`config.mk`:
```
export PLATFORM = sky130hd
export DESIGN_NAME = alu_md_unit
export DESIGN_NICKNAME = d
export VERILOG_FILES = /design/src/rtl/alu_md_unit.sv
export SDC_FILE = /design/constraint.sdc
export NUM_CORES = 1
export LEC_CHECK = 0
export CORE_MARGIN = 2
export CORE_UTILIZATION = 33
export CTS_CLUSTER_SIZE = 30
export DETAILED_ROUTE_END_ITERATION = 8
export MAX_ROUTING_LAYER = met4
export SYNTH_ARGS = -nofsm -noshare
export SYNTH_HDL_FRONTEND = slang
export SYNTH_SLANG_ARGS = --single-unit
```
`constraint.sdc`:
```
create_clock -name clk -period 6.85 [get_ports clk]
set_clock_uncertainty 0.15 [all_clocks]
set_input_delay 0.685 -clock clk [delete_from_list [all_inputs] [get_ports clk]]
set_output_delay 0.685 -clock clk [all_outputs]
set_load 0.005 [all_outputs]
```
`src/rtl/alu_md_unit.sv`:
```
`default_nettype none
// ============================================================================
// Module      : alu_md_unit
// Description : Valid/ready ALU with single-cycle logic/arith/shift ops, an
//               iterative shift-add unsigned multiplier and an iterative
//               restoring unsigned divider. Results held until consumed.
// Revision    : 1.0 - initial release
// ============================================================================
module alu_md_unit #(
  parameter int DATA_WIDTH = 32
) (
  input  logic                  clk,
  input  logic                  rst_n,
  input  logic                  in_valid,
  output logic                  in_ready,
  input  logic [3:0]            op,
  input  logic [DATA_WIDTH-1:0] a,
  input  logic [DATA_WIDTH-1:0] b,
  output logic                  out_valid,
  input  logic                  out_ready,
  output logic [DATA_WIDTH-1:0] result,
  output logic [DATA_WIDTH-1:0] result_hi,
  output logic [3:0]            flags,
  output logic                  div_by_zero
);

  localparam int SHW = $clog2(DATA_WIDTH);
  localparam int MSB = DATA_WIDTH - 1;
  // DATA_WIDTH is a power of two, so the last iteration index is all ones
  localparam logic [SHW-1:0] LAST_ITER = {SHW{1'b1}};

  localparam logic [3:0] OP_NOP  = 4'h0;
  localparam logic [3:0] OP_ADD  = 4'h1;
  localparam logic [3:0] OP_SUB  = 4'h2;
  localparam logic [3:0] OP_AND  = 4'h3;
  localparam logic [3:0] OP_OR   = 4'h4;
  localparam logic [3:0] OP_XNOR = 4'h5;
  localparam logic [3:0] OP_LSL1 = 4'h6;
  localparam logic [3:0] OP_LSR1 = 4'h7;
  localparam logic [3:0] OP_LSL  = 4'h8;
  localparam logic [3:0] OP_LSR  = 4'h9;
  localparam logic [3:0] OP_SLT  = 4'hA;
  localparam logic [3:0] OP_ASR1 = 4'hB;
  localparam logic [3:0] OP_ASR  = 4'hC;
  localparam logic [3:0] OP_SLTU = 4'hD;
  localparam logic [3:0] OP_MULU = 4'hE;
  localparam logic [3:0] OP_DIVU = 4'hF;

  typedef enum logic [1:0] {
    S_IDLE = 2'd0,
    S_MUL  = 2'd1,
    S_DIV  = 2'd2,
    S_DONE = 2'd3
  } state_t;

  state_t                state_q;
  logic [SHW-1:0]        cnt_q;
  // Multiplicand during MULU, divisor during DIVU
  logic [DATA_WIDTH-1:0] opnd_q;
  // {hi_q, lo_q}: running product (MULU) or remainder/quotient pair (DIVU)
  logic [DATA_WIDTH-1:0] hi_q;
  logic [DATA_WIDTH-1:0] lo_q;
  logic [DATA_WIDTH-1:0] result_q;
  logic [DATA_WIDTH-1:0] result_hi_q;
  logic [3:0]            flags_q;
  logic                  dbz_q;

  // Single-cycle datapath signals, driven from the live inputs at acceptance
  logic [DATA_WIDTH:0]   add_full;
  logic [DATA_WIDTH:0]   sub_full;
  logic [SHW-1:0]        shamt;
  logic [DATA_WIDTH-1:0] alu_res;
  logic                  alu_c;
  logic                  alu_v;

  assign add_full = {1'b0, a} + {1'b0, b};
  assign sub_full = {1'b0, a} - {1'b0, b};
  assign shamt    = b[SHW-1:0];

  // Multiplier step: add multiplicand when the current multiplier bit is set,
  // then shift the whole {hi,lo} pair right by one (carry enters hi's MSB)
  logic [DATA_WIDTH:0]   mul_sum;
  logic [DATA_WIDTH-1:0] mul_hi;
  logic [DATA_WIDTH-1:0] mul_lo;

  assign mul_sum = {1'b0, hi_q} + (lo_q[0] ? {1'b0, opnd_q} : '0);
  assign mul_hi  = mul_sum[DATA_WIDTH:1];
  assign mul_lo  = {mul_sum[0], lo_q[MSB:1]};

  // Divider step: shift next dividend bit into the partial remainder and
  // subtract the divisor only if it fits (restoring by selection)
  logic [DATA_WIDTH:0]   div_shift;
  logic [DATA_WIDTH:0]   div_diff;
  logic                  div_ge;
  logic [DATA_WIDTH-1:0] div_rem;
  logic [DATA_WIDTH-1:0] div_quo;

  assign div_shift = {hi_q, lo_q[MSB]};
  assign div_diff  = div_shift - {1'b0, opnd_q};
  assign div_ge    = (div_shift >= {1'b0, opnd_q});
  assign div_rem   = div_ge ? div_diff[MSB:0] : div_shift[MSB:0];
  assign div_quo   = {lo_q[MSB-1:0], div_ge};

  function automatic logic [3:0] mk_flags(input logic [DATA_WIDTH-1:0] r,
                                          input logic c, input logic v);
    return {r[MSB], (r == '0), c, v};
  endfunction

  // Single-cycle operation results and carry/overflow
  always_comb begin
    alu_res = '0;
    alu_c   = 1'b0;
    alu_v   = 1'b0;
    case (op)
      OP_NOP:  alu_res = '0;
      OP_ADD: begin
        alu_res = add_full[MSB:0];
        alu_c   = add_full[DATA_WIDTH];
        alu_v   = (a[MSB] == b[MSB]) && (add_full[MSB] != a[MSB]);
      end
      OP_SUB: begin
        alu_res = sub_full[MSB:0];
        alu_c   = ~sub_full[DATA_WIDTH];
        alu_v   = (a[MSB] != b[MSB]) && (sub_full[MSB] != a[MSB]);
      end
      OP_AND:  alu_res = a & b;
      OP_OR:   alu_res = a | b;
      OP_XNOR: alu_res = ~(a ^ b);
      OP_LSL1: alu_res = {a[MSB-1:0], 1'b0};
      OP_LSR1: alu_res = {1'b0, a[MSB:1]};
      OP_LSL:  alu_res = a << shamt;
      OP_LSR:  alu_res = a >> shamt;
      OP_SLT:  alu_res = {{MSB{1'b0}}, ($signed(a) < $signed(b))};
      OP_ASR1: alu_res = {a[MSB], a[MSB:1]};
      OP_ASR:  alu_res = $unsigned($signed(a) >>> shamt);
      OP_SLTU: alu_res = {{MSB{1'b0}}, (a < b)};
      default: alu_res = '0;
    endcase
  end

  // Control FSM, iteration datapath and registered result outputs
  always_ff @(posedge clk or negedge rst_n) begin
    if (!rst_n) begin
      state_q     <= S_IDLE;
      cnt_q       <= '0;
      opnd_q      <= '0;
      hi_q        <= '0;
      lo_q        <= '0;
      result_q    <= '0;
      result_hi_q <= '0;
      flags_q     <= '0;
      dbz_q       <= 1'b0;
    end else begin
      case (state_q)
        S_IDLE: begin
          if (in_valid) begin
            cnt_q <= '0;
            if (op == OP_MULU) begin
              opnd_q  <= a;
              hi_q    <= '0;
              lo_q    <= b;
              state_q <= S_MUL;
            end else if (op == OP_DIVU && b != '0) begin
              opnd_q  <= b;
              hi_q    <= '0;
              lo_q    <= a;
              state_q <= S_DIV;
            end else if (op == OP_DIVU) begin
              result_q    <= {DATA_WIDTH{1'b1}};
              result_hi_q <= a;
              flags_q     <= mk_flags({DATA_WIDTH{1'b1}}, 1'b0, 1'b0);
              dbz_q       <= 1'b1;
              state_q     <= S_DONE;
            end else begin
              result_q    <= alu_res;
              result_hi_q <= '0;
              flags_q     <= mk_flags(alu_res, alu_c, alu_v);
              dbz_q       <= 1'b0;
              state_q     <= S_DONE;
            end
          end
        end
        S_MUL: begin
          hi_q  <= mul_hi;
          lo_q  <= mul_lo;
          cnt_q <= cnt_q + 1'b1;
          if (cnt_q == LAST_ITER) begin
            result_q    <= mul_lo;
            result_hi_q <= mul_hi;
            flags_q     <= mk_flags(mul_lo, (mul_hi != '0), 1'b0);
            dbz_q       <= 1'b0;
            state_q     <= S_DONE;
          end
        end
        S_DIV: begin
          hi_q  <= div_rem;
          lo_q  <= div_quo;
          cnt_q <= cnt_q + 1'b1;
          if (cnt_q == LAST_ITER) begin
            result_q    <= div_quo;
            result_hi_q <= div_rem;
            flags_q     <= mk_flags(div_quo, 1'b0, 1'b0);
            dbz_q       <= 1'b0;
            state_q     <= S_DONE;
          end
        end
        S_DONE: begin
          if (out_ready) begin
            state_q <= S_IDLE;
          end
        end
        default: state_q <= S_IDLE;
      endcase
    end
  end

  assign in_ready    = (state_q == S_IDLE);
  assign out_valid   = (state_q == S_DONE);
  assign result      = result_q;
  assign result_hi   = result_hi_q;
  assign flags       = flags_q;
  assign div_by_zero = dbz_q;

endmodule
`default_nettype wire
```
## Word level (Yosys, flattened, before mapping)

Cells that the tools add are included.

- Add/subtract/negate cells: 5
- Order comparisons: 3
- Eq/ne operators: 31
- Shift-type cells: 3
- Mux-type cells: 50
- Bitwise logic cells: 5
- Reduce and logical (&&, ||, !) cells: 19

Operators with widths:

| kind | number |
|---|---|
| $mux 32 | 22 |
| $pmux 32 s13 | 1 |
| $pmux 32 s3 | 4 |
| $logic_not 32->1 | 3 |
| $add 32x32->33 | 2 |
| $lt 32x32->1 | 2 |
| $reduce_bool 32->1 | 2 |
| $ge 33x32->1 | 1 |
| $sub 32x32->33 | 1 |
| $and 32x32->32 | 1 |
| $eq 4x4->1 const B | 8 |
| $not 32->32 | 1 |
| $or 32x32->32 | 1 |
| $shl 32x5->32 | 1 |
| $shr 32x5->32 | 1 |
| $sshr 32x5->32 | 1 |
| $sub 32x32->32 | 1 |
| $xor 32x32->32 | 1 |
| $mux 4 | 6 |
| $eq 4x3->1 const B | 4 |
| $pmux 4 s3 | 1 |
| $ne 2x2->1 const B | 5 |
| $pmux 5 s2 | 1 |
| $reduce_and 3->1 | 3 |
| 24 further kinds | 42 |

- Bits in registers: 172
- Bits of input ports: 72
- Output and inout port bits: 71

## Longest topological paths before layout

- Depth in word-level cells: 9
- Depth in mapped cells: 18
- Mapped depth without buffers: 16

## Worst setup path after synthesis

OpenSTA, ideal clock, no wires.

- Kind: in2reg
- Start point: input port b[2]
- End point: register flags_q[2] (netlist: flags[2])
- Library setup time: 0.066 ns
- Arrival: 4.372 ns
- Slack: 2.262 ns
- Cell stages on the path: 18
- Path buffers: 4
- Path through: clkinv_1 -> buf_2 -> buf_4 -> buf_2 -> ha_1 -> clkbuf_1 -> nand2b_1 -> o311ai_1 -> a211oi_1 -> a22o_1 -> a311oi_2 -> o221ai_1 -> a221oi_2 -> mux2i_1 -> nor2_1 -> nor4bb_1 -> and4_1 -> a221o_1

- Longest elaborated chain between the ends: 9
- Elaborated cells between the ends (all ways): 22

Ends and longest elaborated chain:

| element | line | source |
|---|---|---|
| from (decl) | 18 | `input logic [DATA_WIDTH-1:0] b,` |
| branches (longest 9 deep; another with $sub 32x32->33) | -- |  |
| to (signal assigned) | 171 | `flags_q <= mk_flags({DATA_WIDTH{1'b1}}, 1'b0, 1'b0);` |
| to (signal assigned) | 177 | `flags_q <= mk_flags(alu_res, alu_c, alu_v);` |
| to (signal assigned) | 190 | `flags_q <= mk_flags(mul_lo, (mul_hi != '0), 1'b0);` |
| to (decl) | 65 | `logic [3:0] flags_q;` |

Several ways; the timed one is not identified. The select of a mux whose other input is x is not followed.
A chain may end at the register's enable or synchronous reset.

## Worst setup path in the final report

- Start point: input port a[0]
- End point: register flags_q[2] (netlist: flags[2])

- Longest elaborated chain between the ends: 9
- Elaborated cells between the ends (all ways): 18

Ends and longest elaborated chain:

| element | line | source |
|---|---|---|
| from (decl) | 17 | `input logic [DATA_WIDTH-1:0] a,` |
| branches (longest 2 deep; another with $sub 32x32->33) | -- |  |
| $pmux 32 s13 (*) | 114 | `case (op)` |
| $logic_not 32->1 (*) | 106 | `return {r[MSB], (r == '0), c, v};` |
| $mux 4 (*) | 168 | `end else if (op == OP_DIVU) begin` |
| $mux 4 (*) | 163 | `end else if (op == OP_DIVU && b != '0) begin` |
| $mux 4 (*) | 158 | `if (op == OP_MULU) begin` |
| $mux 4 (*) | 156 | `if (in_valid) begin` |
| $pmux 4 s3 (*) | 154 | `case (state_q)` |

Every way passes the cells marked *. The select of a mux whose other input is x is not followed.

==> results.sh <==
export IMPL_yosysWarnings=0
export IMPL_worstPathRequired_ns=7.13
export IMPL_place_congestion=1.08
export IMPL_post_cts_buffers=0
export IMPL_initial_core_util_pct=33.3
export IMPL_synth_cell_types=96
export IMPL_ys_seq_elements=171
export IMPL_fillers=7249
export IMPL_crit_arrival_ns=5.96
export IMPL_coreArea_sq_um=67000
export IMPL_grt_overflow_total=0
export IMPL_path_class="input port to register"
export IMPL_hp_class="input port to async pin"
export IMPL_cp_end_kind="register"
export IMPL_row_count=95
export IMPL_hold_buffers=0
export IMPL_synth_edf_count=0
export IMPL_clk_pin_slew_worst_paths_ns=0.07
export IMPL_yosysSeqAreaShare_pct=19.2
export IMPL_grt_usage_pct=33.4
export IMPL_final_nets=3341
export IMPL_io_pins=143
export IMPL_ant_nets=0
export IMPL_syn_num_nets=3310
export IMPL_ys_flop_type="dfrtp_1"
export IMPL_tns_ns=0
export IMPL_syn_area_sq_um=22300
export IMPL_vias=25600
export IMPL_finalPower_mw=9.87
export IMPL_drt_wl_total_um=115000
export IMPL_max_vdd_ir_drop_mv=0.338
export IMPL_cts_tree="yes"
export IMPL_setup_viol=0
export IMPL_fmax_mhz=176
export IMPL_cts_sinks=171
export IMPL_area_growth_pct=13.3
export IMPL_grt_antenna_before_repair=6
export IMPL_grt_pass1_wl_um=168000
export IMPL_fin_crit_ns=5.68
export IMPL_htree_levels=4
export IMPL_synthArstFlopShare_pct=100
export IMPL_via_per_inst=6.43
export IMPL_drt_first_pass_iters=6
export IMPL_synthCells=3067
export IMPL_startpoint_type="input port"
export IMPL_cts_max_path_buffers=2
export IMPL_dp_hpwl_um=89600
export IMPL_clk_latency_ns=0.49
export IMPL_syn_area_per_cell_sq_um=7.28
export IMPL_portBuffers=142
export IMPL_die_area_sq_um=69700
export IMPL_path_max_fanout=10
export IMPL_grt_max_degree=103
export IMPL_cts_resized_gates=0
export IMPL_p_per_area_nw_per_um2=390
export IMPL_multi_input_area_sq_um=16600
export IMPL_cap_violations=0
export IMPL_layout_drive_gt1_share_pct=8.68
export IMPL_numCtsBuffers=17
export IMPL_outcome="complete, no violations"
export IMPL_die_h_um=264
export IMPL_drtIter0Drc=3217
export IMPL_grt_pass1_vias=24000
export IMPL_slew_headroom_pct=16.0
export IMPL_die_x_um=264
export IMPL_wl_per_cell_um=29.0
export IMPL_tightest_slew_ns=1.23
export IMPL_root_buffer="clkbuf_16"
export IMPL_final_hold_violation_count=0
export IMPL_reg2reg_depth=15
export IMPL_timing_final_max_slew_violations=0
export IMPL_finalCritPeriodShare_pct=83.0
export IMPL_drc=0
export IMPL_power_leakage_nw=10.5
export IMPL_seq_area_sq_um=4280
export IMPL_rsz0062_at_grt="no"
-- Yosys cell counts, types with 33 or more instances --
master	number	area share (%)
inv_1	144	2.4
dfrtp_1	171	19
nand2b_1	35	0.98
a21oi_1	308	6.9
clkbuf_1	184	3.1
buf_2	36	0.81
a21o_1	33	1.1
and2_1	42	1.2
ha_1	167	9.4
mux2i_1	68	3.0
a31oi_1	79	2.2
mux2_2	49	2.5
o22ai_1	47	1.3
nand3_1	50	1.1
nor2_1	355	6.0
nand2_1	330	5.5
a211oi_1	46	1.5
nor4_1	36	1.0
xnor2_1	49	1.9
nor3_1	49	1.1
o21ai_0	192	4.3
-- state kept, by name, indices dropped and copies added (netlist names) --
| register | flops |
|---|---|
| opnd_q | 32 |
| state_q | 2 |
| result | 32 |
| lo_q | 32 |
| div_by_zero | 1 |
| cnt_q | 5 |
| result_hi | 32 |
| hi_q | 32 |
| flags | 3 |
-- layout make-up --
class                           count  share of cell area, %
Clock inverter                     13                  0.549
Inverter                          148                   2.20
Clock buffer                       17                   1.68
Timing Repair Buffer              252                   8.83
Sequential cell                   171                   16.9
Tap cell                          873                   4.32
Antenna cell                        5                 0.0495
Multi-Input combinational cell   2508                   65.5
-- cells by family (layout without fill, tap and decap cells) --
| group | Yosys count | in the layout | synth area share (%) |
|---|---|---|---|
| flops | 171 | 171 | 19.2 |
| compound gates | 1066 | 1066 | 31.5 |
| xor+xnor | 77 | 77 | 3.02 |
| simple gates | 1056 | 1056 | 22.0 |
| buf+inv | 388 | 430 | 7.00 |
| fa+ha+maj | 171 | 171 | 9.72 |
| mux | 138 | 138 | 7.57 |
| other cells | 0 | 5 | 0 |
-- metal layers --
| metal | wire length [um] | vias up | global-route usage [%] | share of wire, % |
|---|---|---|---|---|
| met4 | 7630 | 0 | 18.8 | 6.6 |
| li1 | - | 11400 | - | - |
| met5 | 0 | - | - | 0 |
| met1 | 47100 | 12400 | 42.4 | 41 |
| met3 | 11400 | 344 | 7.49 | 9.9 |
| met2 | 49300 | 1480 | 48.8 | 43 |
-- critical path, stage by stage --
cell             delay (ns)
clkdlybuf4s50_1        0.79
inv_1                  0.13
ha_1                   0.26
fa_1                   0.43
o21bai_1               0.15
a21oi_1                0.12
o21ai_0                0.70
nand3_1                0.35
a2111oi_2              0.74
o22ai_1                0.18
a211o_1                0.33
a22oi_1                0.18
o21ai_0                0.12
nor4_1                 0.41
and4_1                 0.24
a221o_1                0.13
-- power breakdown --
part | total, mW | switching (mW) | internal (mW)
Combinational | 6.84 | 4.11 | 2.73
Clock | 0.988 | 0.482 | 0.507
Sequential | 2.05 | 0.522 | 1.53
Total | 9.87 | 5.12 | 4.76
-- stage by stage --
step                utilization, %  hold WS, ns  setup slack [ns]  instances  area (sq um)
floorplan                        -        0.239              2.26       3067         22300
global placement              36.9        0.304             0.965       3952         24700
detailed placement            36.9        0.309             0.966       3952         24700
CTS                           37.7        0.161              1.47       3982         25300
global route                  37.7        0.193              1.18       3986         25300
finish                        37.7        0.123              1.17       3987         25300
-- path summary, 6_finish.rpt --
path                                                to              startpoint  slack [ns]
worst max-delay path              flags[2]$_DFFE_PN0P_                    a[0]        1.17
worst min-delay path              hi_q[27]$_DFFE_PN0P_                   rst_n        0.12
worst max register to register    flags[1]$_DFFE_PN0P_     lo_q[0]$_DFFE_PN0P_        1.88
worst min register to register  result[10]$_DFFE_PN0P_  result[10]$_DFFE_PN0P_        0.32
max in group asynchronous         lo_q[11]$_DFFE_PN0P_                   rst_n        4.96
min in group clk                result[10]$_DFFE_PN0P_  result[10]$_DFFE_PN0P_        0.32
-- layout by cell type, fill, tap and decap left out, types with 36 or more instances in the layout --
cell             synthesis  final
ha_1                   167    167
clkdlybuf4s50_1          0    137
and2_1                  42     40
mux2_2                  49     49
a211oi_1                46     46
o22ai_1                 47     47
o21ai_0                192    192
xnor2_1                 49     49
nand2_1                330    330
nand3_1                 50     50
a21oi_1                308    306
inv_1                  144    144
nor3_1                  49     49
dfrtp_1                171    171
mux2i_1                 68     68
nor4_1                  36     36
buf_4                    4    111
nor2_1                 355    352
a31oi_1                 79     79
Power figures use the tool's default switching activity.
